### config.mk
export PLATFORM = sky130hd
export DESIGN_NAME = bcd_bin_conv
export DESIGN_NICKNAME = d
export VERILOG_FILES = /design/src/rtl/bcd_bin_conv_pkg.sv /design/src/rtl/bcd_bin_conv_sub3.sv /design/src/rtl/bcd_bin_conv.sv
export SDC_FILE = /design/constraint.sdc
export NUM_CORES = 1
export LEC_CHECK = 0
export CORE_MARGIN = 5
export CORE_UTILIZATION = 45
export DETAILED_ROUTE_END_ITERATION = 12
export HOLD_SLACK_MARGIN = 0.02
export PLACE_DENSITY = 0.77
export SYNTH_ARGS = -nofsm -noshare
export SYNTH_HDL_FRONTEND = slang
export SYNTH_SLANG_ARGS = --single-unit
### constraint.sdc
create_clock -name clk -period 1.7 [get_ports clk]
set_input_delay 0.17 -clock clk [delete_from_list [all_inputs] [get_ports clk]]
set_output_delay 0.17 -clock clk [all_outputs]
set_load 0.02 [all_outputs]
### src/rtl/bcd_bin_conv_pkg.sv
// Shared constants, FSM state encoding and digit-validity helper for the
// BCD-to-binary converter.
package bcd_bin_conv_pkg;

  localparam int unsigned N_DIGITS = 3;
  localparam int unsigned BCD_W    = 12;
  localparam int unsigned BIN_W    = 10;
  localparam int unsigned N_STEPS  = 10;
  localparam int unsigned WORK_W   = BCD_W + BIN_W;
  localparam int unsigned CNT_W    = 4;

  typedef enum logic [1:0] {
    IDLE  = 2'd0,
    SHIFT = 2'd1,
    DONE  = 2'd2
  } state_t;

  function automatic logic has_bad_digit(input logic [BCD_W-1:0] bcd);
    logic bad;
    bad = 1'b0;
    for (int unsigned i = 0; i < N_DIGITS; i++) begin
      if (bcd[4*i +: 4] > 4'd9) bad = 1'b1;
    end
    return bad;
  endfunction

endpackage

### src/rtl/bcd_bin_conv_sub3.sv
// Per-nibble correction for reverse double-dabble: nibbles of 8 or more
// lose 3 after each right shift.
module bcd_sub3 (
  input  logic [3:0] i_nib,
  output logic [3:0] o_nib
);

  always_comb begin
    o_nib = i_nib;
    if (i_nib >= 4'd8) o_nib = i_nib - 4'd3;
  end

endmodule

### src/rtl/bcd_bin_conv.sv
// Three-digit BCD to 10-bit binary converter using reverse double-dabble:
// 10 shift/correct steps over a {bcd, bin} work register.
module bcd_bin_conv
  import bcd_bin_conv_pkg::*;
(
  input  logic              clk,
  input  logic              rst,
  input  logic              start,
  input  logic [BCD_W-1:0]  inBCD,
  output logic              busy,
  output logic              done,
  output logic              err,
  output logic [BIN_W-1:0]  outBin
);

  state_t             r_state;
  logic [CNT_W-1:0]   r_cnt;
  logic [WORK_W-1:0]  r_work;
  logic               r_done;
  logic               r_err;
  logic [BIN_W-1:0]   r_outBin;

  logic [WORK_W-1:0]  w_shifted;
  logic [BCD_W-1:0]   w_bcd_fix;
  logic [WORK_W-1:0]  w_next;

  // Correction is applied to the post-shift nibbles in the same cycle.
  assign w_shifted = r_work >> 1;

  for (genvar g = 0; g < N_DIGITS; g++) begin : g_sub3
    bcd_sub3 u_sub3 (
      .i_nib (w_shifted[BIN_W + 4*g +: 4]),
      .o_nib (w_bcd_fix[4*g +: 4])
    );
  end

  assign w_next = {w_bcd_fix, w_shifted[BIN_W-1:0]};

  always_ff @(posedge clk) begin
    if (rst) begin
      r_state  <= IDLE;
      r_cnt    <= '0;
      r_work   <= '0;
      r_done   <= 1'b0;
      r_err    <= 1'b0;
      r_outBin <= '0;
    end else begin
      r_done <= 1'b0;
      case (r_state)
        IDLE: begin
          if (start) begin
            r_work   <= {inBCD, {BIN_W{1'b0}}};
            r_cnt    <= '0;
            r_outBin <= '0;
            if (has_bad_digit(inBCD)) begin
              r_err   <= 1'b1;
              r_done  <= 1'b1;
              r_state <= DONE;
            end else begin
              r_err   <= 1'b0;
              r_state <= SHIFT;
            end
          end
        end
        SHIFT: begin
          r_work <= w_next;
          if (r_cnt == CNT_W'(N_STEPS - 1)) begin
            r_outBin <= w_next[BIN_W-1:0];
            r_done   <= 1'b1;
            r_state  <= DONE;
          end else begin
            r_cnt <= r_cnt + 1'b1;
          end
        end
        DONE: begin
          r_state <= IDLE;
        end
        default: r_state <= IDLE;
      endcase
    end
  end

  assign busy   = (r_state == SHIFT);
  assign done   = r_done;
  assign err    = r_err;
  assign outBin = r_outBin;

endmodule

==> results of run 1 <==
-- registers in the layout, summed over array words and instances, names as in the netlist --
register / flops
outBin: 10
r_work: 21
done: 1
r_state: 2
err: 1
r_cnt: 4
-- Yosys cell counts (all sizes together), types with 4 or more instances --
| library cell | n | area share [%] |
|---|---|---|
| a22o | 10 | 5.0 |
| nand3 | 11 | 3.1 |
| xnor2 | 4 | 2.0 |
| a211oi | 6 | 2.5 |
| inv | 7 | 1.5 |
| o21a | 4 | 1.7 |
| nand2 | 24 | 5.1 |
| a311oi | 5 | 2.5 |
| dfxtp | 39 | 44 |
| nor2 | 6 | 1.3 |
| a21oi | 14 | 4.0 |
| buf | 11 | 5.2 |
| ha | 6 | 4.2 |
-- metrics by stage --
step	hold slack [ns]	util, %	instances
floorplan	0.3060	-	188
detailed placement	0.4603	56.12	263
finish	0.4633	58.52	271
CTS	0.4590	58.39	271
global route	0.4903	58.52	271
global placement	0.4576	56.12	263
-- tightest hold or removal path: cells and delay by family --
| kind | cells | cell delay (ns) |
|---|---|---|
| simple gates | 1 | 0.06 |
| compound gates | 1 | 0.05 |
| buf+inv | 1 | 0.42 |
-- worst max-delay path by stage --
| stage | start | end | slack [ns] | cells after the start |
|---|---|---|---|---|
| final | r_cnt[1] | r_cnt[2] | 0.14 | 5 |
| after global routing | r_cnt[1] | r_cnt[2] | 0.03 | 5 |
| after CTS | r_cnt[1] | r_cnt[2] | 0.09 | 5 |
| after detailed placement | start | r_work[15] | -0.002 | 5 |
| after global placement | inBCD[5] | done | -0.03 | 4 |
| after floorplan | r_cnt[1] | r_cnt[2] | 0.29 | 5 |
-- power groups by stage --
stage	clock, mW	combinational, mW	sequential, mW
after floorplan	0	0.174	0.998
after global placement	0	0.254	1.00
after detailed placement	0	0.257	1.01
after CTS	0.618	0.259	0.986
after global routing	0.661	0.287	0.992
final	0.598	0.259	0.987
-- metal layers --
metal  share of wire (%)  routed length [um]  track usage, %
met3                 4.7                 186           3.444
met4                 1.7                  66           7.377
met5                   0                   0               0
met1                  47                1885           22.12
met2                  46                1836           25.65
-- logic make-up after synthesis --
logic type	after synthesis	synth area share, %
and+or+nand+nor	60	18.25
AOI/OAI and AO/OA	55	22.70
DFF	39	44.13
buffers and inverters	22	7.567
adders and majority gates	6	4.243
xor gates and xnor gates	4	1.980
muxes	2	1.132
-- final cells by class --
cell class / count / area share [%]
timing repair buffer: 41 / 17.08
inverter: 8 / 1.371
multi-input combinational: 127 / 39.23
tap: 48 / 2.741
clock buffer: 6 / 3.312
clock inverter: 2 / 0.5711
sequential: 39 / 35.69
==> metrics.md, run 1 <==
| Metric | Value |
|---|---|
| Combinational power share | `14.0%` |
| Fmax achieved | `0.6410 GHz` |
| CTS tree | `built` |
| VDD IR-drop max | `524.7 uV` |
| FF/Latch Area | `782.0 um^2` |
| Worst-path cell chain | `inv_1, ha_1, and3b_1, or4_1, a211oi_2` |
| Reg-to-reg endpoint | `r_cnt[2]` |
| Final WS setup | `0.1400 ns` |
| CTS resizes | `2` |
| Share of post-route cells with drive strength above 1 | `11.66%` |
| Slowest cell on crit path | `or4_1` |
| Cell Int Power | `1.363 mW` |
| Total CTS buffers | `5` |
| Tmin final | `1.560 ns` |
| Clk buf depth | `2` |
| Hpwl dp | `2.811 mm` |
| DR vias | `1490` |
| # clock sinks | `39` |
| Die height | `72.70 um` |
| Final setup viols | `0` |
| Switching share of power | `26.05%` |
| DP Worst Slack | `-0.002148 ns` |
| EDFF count, synth | `0` |
| Cells after Synth | `188` |
| First-pass GRT wire length | `6.858 mm` |
| Initial antenna violation count | `0` |
| Placement row count | `22` |
| Worst path max stage delay | `0.43 ns` |
| Routability cong. | `0.9137` |
| Critical path type | `reg2reg` |
| Actual slew at the worst max-slew pin | `0.4446 ns` |
| Power, Total | `1.844 mW` |
| Commonest non-fill, non-tap cell in the layout | `dfxtp_1` |
| Library cells used by synthesis | `39` |
| Leakage | `0.8178 nW` |
| Multi-input combinational cell area | `859.6 um^2` |
| Seq pwr share | `53.5%` |
| Syn nets | `209` |
| WP data required | `1.91 ns` |
| Fin. Hold Viols | `0` |
| Final instance area | `0.002191 mm^2` |
| Register-to-Register Path Depth | `5` |
| Crit-path max FO | `6` |
| Tightest Hold Check Type | `in2reg` |
| IO Count | `28` |
| H-tree depth | `2` |
| Port bufs | `27` |
| GRT overflow | `0` |
| Hold buffer count at CTS | `0` |
| Crit path DAT | `1.77 ns` |
| Sequential area share after synthesis | `44.13%` |
| CP endpoint kind | `flop` |
| Rel. slew slack | `69.98%` |
| Die area | `0.005285 mm^2` |
| Largest net degree at the start of global routing | `18` |
| RSZ-0062 raised after global routing | `no` |
| Worst flop-to-flop path startpoint | `r_cnt[1]` |
| Seq cells post-synth | `39` |
| Core area | `0.003744 mm^2` |
| Drt drc | `0` |
| Clock Skew | `0.003225 ns` |
| Vias in the first global route | `1494` |
| Clock share of power | `32.5%` |
| Post-route antenna net violation count | `0` |
| Ys Warns | `0` |
| Crit-path leading delay family | `simple AND/OR/NAND/NOR gates` |
| Routed WL | `3.974 mm` |
| Initial Util | `47.26%` |
| Final Cycle Share | `91.77%` |
| Pre-Repair DR Iteration Count | `5` |
| Initial detailed-routing violation count | `81` |
| Fin Setup TNS | `0 ns` |
| Hold path start | `inBCD[11]` |
| Clock-pin slew on the worst setup and hold paths | `0.07 ns` |
| Ys async rst share | `0%` |
| Clk_lat worst skew | `0.28 ns` |
| Placed inst area | `0.002101 mm^2` |
| Postcts setup bufs | `0` |
| All-Layer GR Usage | `16.57%` |
| Root buf cell | `clkbuf_8` |
| Syn-to-layout area delta | `23.83%` |
| Wire per inst | `14.66 um` |
| Ant. Diodes | `0` |
| Fillers | `358` |
| Power Dens Cells | `841.5 mW/mm^2` |
| Syn_area_per_cell | `9.411 um^2` |
| R2R Setup Slk | `0.14 ns` |
| Worst path bufs/invs | `1` |
| Vias per cell | `5.498` |
| Fin. max-slew vios | `0` |
| Most frequent cells in the layout | `dfxtp_1, clkdlybuf4s50_1, nand2_1` |
| WHS Path Cells | `3` |
| Hold Path End | `r_work[21]` |
| Die X | `72.70 um` |
| Startpoint Class | `flop` |
| Syn Std Cell Area | `0.001769 mm^2` |
| Maximum capacitance violations | `0` |
| Layout Nets | `243` |
| Switching power | `480.2 uW` |
| Status | `finished clean` |
| Post-synth top flop | `dfxtp_1` |
No activity file was read; power rests on OpenSTA's default activity.
==> run 2, diff against run 1 <==
--- a/config.mk
+++ b/config.mk
@@ -5,6 +5,7 @@
 export SDC_FILE = /design/constraint.sdc
 export NUM_CORES = 1
 export LEC_CHECK = 0
+export CORE_ASPECT_RATIO = 0.6
 export CORE_MARGIN = 5
 export CORE_UTILIZATION = 45
 export DETAILED_ROUTE_END_ITERATION = 12
==> run 2 against run 1 <==
- fmax is 2.8% lower
- hold slack worse by 0.0040 ns
- global-route usage down 0.53 points
- critical path type unchanged
- largest power group unchanged
==> metrics.md, run 2 (synthesis gave the netlist of run 1 again) <==
| Metric | Value |
|---|---|
| Die area | `0.005327 mm^2 (+0.79%)` |
| Pre-Repair DR Iteration Count | `4 (-1)` |
| Clock Skew | `0.003268 ns (+0.00004253 ns)` |
| Ant. Diodes | `0 (unchanged)` |
| GRT overflow | `0 (unchanged)` |
| Share of post-route cells with drive strength above 1 | `12.44% (+0.79 points)` |
| Wire per inst | `15.21 um (+3.7%)` |
| Register-to-Register Path Depth | `5 (unchanged)` |
| IO Count | `28 (unchanged)` |
| Clk buf depth | `2 (unchanged)` |
| First-pass GRT wire length | `6.913 mm (+0.80%)` |
| Vias per cell | `5.607 (+2.0%)` |
| Fin. max-slew vios | `0 (unchanged)` |
| Drt drc | `0 (unchanged)` |
| Clock-pin slew on the worst setup and hold paths | `0.08 ns (about the same)` |
| R2R Setup Slk | `0.1 ns (-0.04 ns)` |
| Post-route antenna net violation count | `0 (unchanged)` |
| Root buf cell | `clkbuf_8` |
| Vias in the first global route | `1458 (-2.4%)` |
| All-Layer GR Usage | `16.04% (-0.53 points)` |
| CTS tree | `built` |
| Rel. slew slack | `69.75% (-0.23 points)` |
| Commonest non-fill, non-tap cell in the layout | `dfxtp_1` |
| Power Dens Cells | `877.1 mW/mm^2 (+4.2%)` |
| Fin Setup TNS | `0 ns (unchanged)` |
| Critical Path Stages | `5 (unchanged)` |
| Total CTS buffers | `5 (unchanged)` |
| Fin. Hold Viols | `0 (unchanged)` |
| Slowest cell on crit path | `or4_1` |
| Hold buffer count at CTS | `0 (unchanged)` |
| Actual slew at the worst max-slew pin | `0.4480 ns (+0.003353 ns)` |
| Fmax achieved | `0.6234 GHz (-2.8%)` |
| Max FFs per register | `21 (unchanged)` |
| Largest net degree at the start of global routing | `18 (unchanged)` |
| Core area | `0.003722 mm^2 (-0.57%)` |
| Status | `finished clean` |
| Postcts setup bufs | `0 (unchanged)` |
| Layout Nets | `245 (+0.82%)` |
| Placement row count | `17 (-23%)` |
| Most flop-heavy register | `r_work` |
| Crit-path leading delay family | `simple AND/OR/NAND/NOR gates` |
| Worst-path cell chain | `inv_1, ha_1, and3b_1, or4_1, a211oi_1` |
| Crit-path max FO | `6 (unchanged)` |
| Fillers | `346 (-3.4%)` |
| Most frequent cells in the layout | `dfxtp_1, clkdlybuf4s50_1, nand2_1` |
| Initial Util | `47.53% (+0.27 points)` |
| Hpwl dp | `2.941 mm (+4.7%)` |
| Port bufs | `27 (unchanged)` |
| DR vias | `1525 (+2.3%)` |
| Final setup viols | `0 (unchanged)` |
| Syn-to-layout area delta | `25.39%` |
| Leakage | `0.8351 nW (+2.1%)` |
| Tmin final | `1.604 ns (+0.04419 ns)` |
| RSZ-0062 raised after global routing | `no` |
| Power, Total | `1.946 mW (+5.5%)` |
| CTS resizes | `2 (unchanged)` |
| Worst path max stage delay | `0.42 ns (about the same)` |
| # clock sinks | `39 (unchanged)` |
| Die height | `58.57 um (-19%)` |
| Critical path type | `reg2reg` |
| Clk_lat worst skew | `0.29 ns (about the same)` |
| CP endpoint kind | `flop` |
| WP data required | `1.90 ns (about the same)` |
| Die X | `90.95 um (+25%)` |
| Initial detailed-routing violation count | `114 (+41%)` |
| Tightest Hold Check Type | `in2reg` |
| WHS Path Cells | `3 (unchanged)` |
| Startpoint Class | `flop` |
| Initial antenna violation count | `0 (unchanged)` |
| Final core occ | `59.60% (+1.1 points)` |
| VDD IR-drop max | `506.7 uV (-3.4%)` |
| H-tree depth | `2 (unchanged)` |
| Worst path bufs/invs | `1 (unchanged)` |
| Routability cong. | `0.8305 (-9.1%)` |
| Final Cycle Share | `94.37% (+2.6 points)` |
| Maximum capacitance violations | `0 (unchanged)` |
| Crit path DAT | `1.80 ns (+0.03 ns)` |
| Routed WL | `4.136 mm (+4.1%)` |
[run 2: cell count changes in the layout (fill, tap and decap cells not counted), sizes merged]
cell    previous run  this run
buf               14        16
clkbuf             6         7
clkinv             2         1
[run 2: final timing paths]
| path | startpoint | to |
|---|---|---|
| setup / recovery | r_cnt[1] | r_cnt[2] |
| hold / removal | inBCD[11] | r_work[21] |
| setup reg to reg | r_cnt[1] | r_cnt[2] |
| hold reg to reg | r_work[21] | r_work[21] |
[run 2: stage by stage]
stage          hold slack [ns]  worst slack (ns)  instance area, um^2  cells
3_5_place_dp            0.4564          -0.01346                 2115    264
4_1_cts                 0.4607            0.1154                 2218    272
2_1_floorplan           0.3060            0.2898                 1769    188
5_1_grt                 0.4867          0.007489                 2218    272
3_3_place_gp            0.4565           0.01136                 2115    264
6_report                0.4593           0.09579                 2218    272
[run 2: final cells by class]
| cell class | count | area [um^2] | area share [%] |
|---|---|---|---|
| tap | 47 | 58.81 | 2.651 |
| inverter | 8 | 30.03 | 1.354 |
| multi-input combinational | 127 | 854.6 | 38.52 |
| timing repair buffer | 43 | 389.1 | 17.54 |
| clock inverter | 1 | 7.507 | 0.3384 |
| clock buffer | 7 | 96.34 | 4.343 |
| sequential | 39 | 782.0 | 35.25 |
[run 2: report_power, final]
| part | switching, mW | leakage, nW | internal [mW] | total, mW |
|---|---|---|---|---|
| clock | 0.326 | 0.0505 | 0.369 | 0.696 |
| combinational | 0.133 | 0.467 | 0.131 | 0.264 |
| sequential | 0.0376 | 0.318 | 0.948 | 0.986 |
[run 2: worst reg2reg max path, stage by stage (launching register included)]
cell      delay [ns]
dfxtp_1         0.40
inv_1           0.06
ha_1            0.19
and3b_1         0.22
or4_1           0.42
a211oi_1        0.23
[run 2: per-layer routing]
metal | global-route usage [%] | wire (um) | vias up
li1 | - | - | 751
met1 | 22.81 | 2100 | 730
met2 | 24.13 | 1715 | 39
met3 | 4.598 | 289 | 5
met4 | 3.766 | 29 | 0
met5 | 0 | 0 | -
==> RTL edit 1: new RTL, config.mk and constraints of run 2 <==
`BIN_W`: 10 -> 5.
--- a/src/rtl/bcd_bin_conv_pkg.sv
+++ b/src/rtl/bcd_bin_conv_pkg.sv
@@ -6,3 +6,3 @@
   localparam int unsigned BCD_W    = 12;
-  localparam int unsigned BIN_W    = 10;
+  localparam int unsigned BIN_W    = 5;
   localparam int unsigned N_STEPS  = 10;
Ports: changed (resized outBin); port bits go from 28 to 23. No check against the original RTL was run, so the function may have changed too.
==> RTL edit 1 against run 2 <==
Synthesized area is 24% lower; clock power is 21% lower; sequential power is 22% lower; total power is 19% lower; sequential cell count is 10 lower; final area is 23% lower; worst setup slack better by 56 ps; synthesized cell count is 24% lower; wire length is 16% lower; critical path type unchanged; largest power group unchanged.
==> RTL edit 1: results (changes against run 2) <==
* mux share of post-synthesis cell area: 1.68%, +0.54 points
* number of non-clock buffers in the layout: 28, -35%
* Port Buffers: 22, -19%
* half-perimeter wire length after detailed placement: 2.57 mm, -13%
* largest fanout of any net on the critical path: 5, -1
* post-CTS clock slew at the launch and capture registers of the worst setup and hold paths: 60 ps, -20 ps
* layout sequential cell count: 29, -26%
* total number of vias: 1200, -21%
* setup skew after layout: 7.48 ps, +4.21 ps
* multi-input gate count: 100, -21%
* 1st-iter DRT viols: 92, -19%
* total area of sequential cells: 582 µm², -26%
* area fraction in compound gates after synthesis: 26.7%, +4.0 points
* fin nets: 193, -21%
* Yosys cell types: 41, +5.1%
* VDD IR-drop max: 0.000371 V, -27%
* max FFs per register: 16, -24%
* list of most frequent post-synthesis cells: 29 x dfxtp_1, 13 x a21oi_1, 12 x o21ai_0
* buffer share of cell area: 15.5%, -2.1 points
* wire length of the first global-routing pass: 5.71 mm, -17%
* multi-input logic portion of the cell area: 40.8%, +2.2 points
* fillcell total: 253, -27%
* post-synthesis adder-cell area fraction: 5.59%, +1.3 points
* xor/xnor cell area share of the yosys netlist: 2.61%, +0.63 points
* status: complete, no violations
* Max-Slew Margin vs Limit: 59.2%, -11 points
* last weighted congestion value of the routability-driven placer: 0.799, -3.8%
* synthesized netlist net count: 164, -22%
* source of the worst hold timing path: inBCD[8]
RTL edit 1: stage by stage:
| stage | setup WS (ps) | hold slack [ps] | area [µm²] | std cells |
|---|---|---|---|---|
| 6_report | 151 | 438 | 1710 | 215 |
| 3_3_place_gp | 106 | 462 | 1620 | 207 |
| 2_1_floorplan | 307 | 243 | 1340 | 143 |
| 5_1_grt | 28.0 | 473 | 1710 | 215 |
| 4_1_cts | 177 | 434 | 1710 | 215 |
| 3_5_place_dp | 65.7 | 470 | 1620 | 207 |
RTL edit 1: cells by family (layout without fill, tap and decap cells):
group,count (synthesis),count (layout)
AOI/OAI and AO/OA,53,53
and+or+nand+nor,35,35
DFF,29,29
buffers and inverters,14,44
adders and majority gates,6,6
xor gates and xnor gates,4,4
muxes,2,2
RTL edit 1: per-layer routing:
metal / vias to the layer above / wire, µm / GRT usage [%]
met5: - / 0 / 0
met4: 0 / 47 / 8.71
met3: 5 / 226 / 6.36
met2: 29 / 1560 / 27.3
met1: 584 / 1630 / 24.1
li1: 582 / - / -
RTL edit 1: final timing paths:
| check | slack (ps) | to | cells after the start |
|---|---|---|---|
| setup / recovery | 150 | outBin[4] | 4 |
| hold / removal | 440 | r_work[13] | 3 |
| setup reg to reg | 150 | outBin[4] | 4 |
| hold reg to reg | 480 | outBin[2] | 1 |
RTL edit 1: report_power, final:
part / total [W] / internal, W / switching, W
logic: 0.000257 / 0.000128 / 0.000129
registers: 0.000766 / 0.000721 / 0.0000449
clock network: 0.000547 / 0.000283 / 0.000264
total: 0.00157 / 0.00113 / 0.000438
RTL edit 1: worst max-delay path: cells and delay by family (launching register included):
kind	cells	cell delay, ps
AO/OA/AOI/OAI	1	220
adder cells (fa/ha/maj)	1	190
AND/OR/NAND/NOR	2	690
flip-flops	1	390
==> RTL edit 2: new RTL, flow settings as in run 2 <==
Made on the original files. The 3 states of `state_t` get a one-hot encoding in 3 bits.
--- a/src/rtl/bcd_bin_conv_pkg.sv
+++ b/src/rtl/bcd_bin_conv_pkg.sv
@@ -11,6 +11,6 @@
 
-  typedef enum logic [1:0] {
-    IDLE  = 2'd0,
-    SHIFT = 2'd1,
-    DONE  = 2'd2
+  typedef enum logic [2:0] {
+    IDLE  = 3'b001,
+    SHIFT = 3'b010,
+    DONE  = 3'b100
   } state_t;
Behaviour: same outputs for any inputs over 10 cycles, from zero or initial values and one cycle with rst high; not proved beyond that.
==> RTL edit 2 against run 2 <==
Wire length shrank 2.9%; utilization shrank 0.61 points; total power is 6.2% lower; synthesized area increased by 1.3%; hold slack improved by 3.2 ps; clock skew rose by 1.6 ps; sequential power rose by 1%; final area shrank 0.45%; worst setup slack got worse by 17 ps; sequential cell count grew 1; clock power fell by 15%; largest power group unchanged.
==> RTL edit 2: results (changes against run 2) <==
* status: complete, no violations
* synthesized netlist net count: 215, +2.9%
* largest cells by area after synthesis: dfxtp_1 45%, a22oi_1 5.9%, a21oi_1 5.0%
* largest fanout of any net on the critical path: 2, -4
* hold path cells: 2, -1
* Worst R2R End: r_state[2]
* total number of vias: 1496, -1.9%
* half-perimeter wire length after detailed placement: 2.76 mm, -6.0%
* vias in the first global route: 1434, -1.6%
* post-synthesis adder-cell area fraction: 4.19%, -0.053 points
* pin count of the biggest net entering global routing: 41, +23
* overall routing resource usage: 15.8%, -0.25 points
* Yosys cell types: 37, -5.1%
* Static Leakage: 0.786 nW, -5.8%
* VDD IR-drop max: 0.000471 V, -7.1%
* delay of the slowest cell on the worst path: 440 ps, +20 ps
* Final Routed Wirelength: 4.02 mm, -2.9%
* worst reg2reg path startpoint: r_state[2]
* worst-case clock buffer depth: 2, unchanged
* xor/xnor cell area share of the yosys netlist: 3.91%, +1.9 points
* wire length of the first global-routing pass: 6.70 mm, -3.1%
* sequential fraction of the synthesis area: 44.7%, +0.56 points
* 1st-iter DRT viols: 67, -41%
* last weighted congestion value of the routability-driven placer: 0.818, -1.5%
* fillcell total: 329, -4.9%
* data arrival time of the critical path: 1450 ps, -350 ps
* Max-Slew Margin vs Limit: 74.7%, +4.9 points
* max FFs per register: 21, unchanged
* cell with the largest stage delay on the worst path: or3b_1
* list of most frequent post-synthesis cells: 40 x dfxtp_1, 21 x nand2_1, 18 x a21oi_1
* fraction of final layout cells with drive strength greater than 1: 12.1%, -0.39 points
* number of synthesized register bits: 40, +2.6%
* source of the worst hold timing path: r_work[20]
* slack of the worst reg-to-reg path: 110 ps
* Hold/Removal Path Class: flop to flop
* mux share of post-synthesis cell area: 0%, -1.1 points
* setup skew after layout: 4.85 ps, +1.59 ps
* endpoint with the worst hold slack: r_work[20]
* area fraction in compound gates after synthesis: 21.9%, -0.84 points
-- RTL edit 2: changes by cell type after synthesis, sizes merged, moves of 4 or more --
cell / change
a21oi: +4
o211ai: +8
o21a: -4
a22o: -10
a22oi: +15
o22ai: +4
nor2: +8
nand3: -9
nor3: +9
xor2: +5
a211oi: -6
-- RTL edit 2: area by class of cell --
cell class / instances / share of cell area, %
Timing Repair Buffer: 38 / 17.2
Tap cell: 47 / 2.66
Multi-Input combinational cell: 133 / 39.1
Inverter: 6 / 1.25
Clock inverter: 1 / 0.227
Clock buffer: 6 / 3.29
Sequential cell: 40 / 36.3
-- RTL edit 2: routing by layer --
metal / GRT usage (%) / vias to the layer above / wire length [µm]
met1: 21.3 / 687 / 1970
met5: 0 / - / 0
met2: 23.0 / 48 / 1650
met3: 5.11 / 5 / 351
met4: 6.90 / 0 / 46
li1: - / 756 / -
-- RTL edit 2: power breakdown --
| group | total (W) | leakage, nW | internal (W) | switching [W] |
|---|---|---|---|---|
| Sequential | 0.000998 | 0.325 | 0.000970 | 0.0000279 |
| Combinational | 0.000238 | 0.420 | 0.000110 | 0.000128 |
| Clock | 0.000590 | 0.0410 | 0.000279 | 0.000311 |
| Total | 0.00183 | 0.786 | 0.00136 | 0.000467 |
-- RTL edit 2: timing repair --
| action | CTS | global route |
|---|---|---|
| resized for setup | 1 | 1 |
| setup endpoints to repair | 1 | 2 |
| pin swaps | 0 | 0 |
| hold endpoints to repair | 0 | 0 |
-- RTL edit 2: worst max path at each step --
stage	start	endpoint	slack [ps]
floorplan	r_state[1]	r_work[1]	290
global placement	start	r_work[10]	80
detailed placement	start	r_work[10]	60
CTS	r_state[2]	busy	70
global route	r_cnt[1]	r_cnt[0]	4
finish	r_state[2]	busy	80
-- RTL edit 2: kinds of logic (layout without fill, tap and decap cells) --
logic type | after synthesis | in the layout
adders and majority gates | 6 | 6
and+or+nand+nor | 61 | 61
DFF | 40 | 40
AOI/OAI and AO/OA | 58 | 58
xor gates and xnor gates | 8 | 8
buffers and inverters | 21 | 51
-- RTL edit 2: tightest hold or removal path, delay by kind of cell (launching register included) --
family | cells | cell delay [ps]
simple gates | 1 | 50
compound gates | 1 | 50
flops | 1 | 310
-- RTL edit 2: stage by stage --
| step | cell area [µm²] | setup slack, ps | instances | utilization (%) | hold WS [ps] |
|---|---|---|---|---|---|
| global placement | 2130 | 80.9 | 264 | 56.9 | 443 |
| CTS | 2200 | 65.4 | 271 | 58.9 | 461 |
| global route | 2210 | 3.51 | 271 | 59.0 | 490 |
| finish | 2210 | 79.0 | 271 | 59.0 | 462 |
| detailed placement | 2130 | 62.6 | 264 | 56.9 | 451 |
| floorplan | 1790 | 285 | 194 | - | 320 |
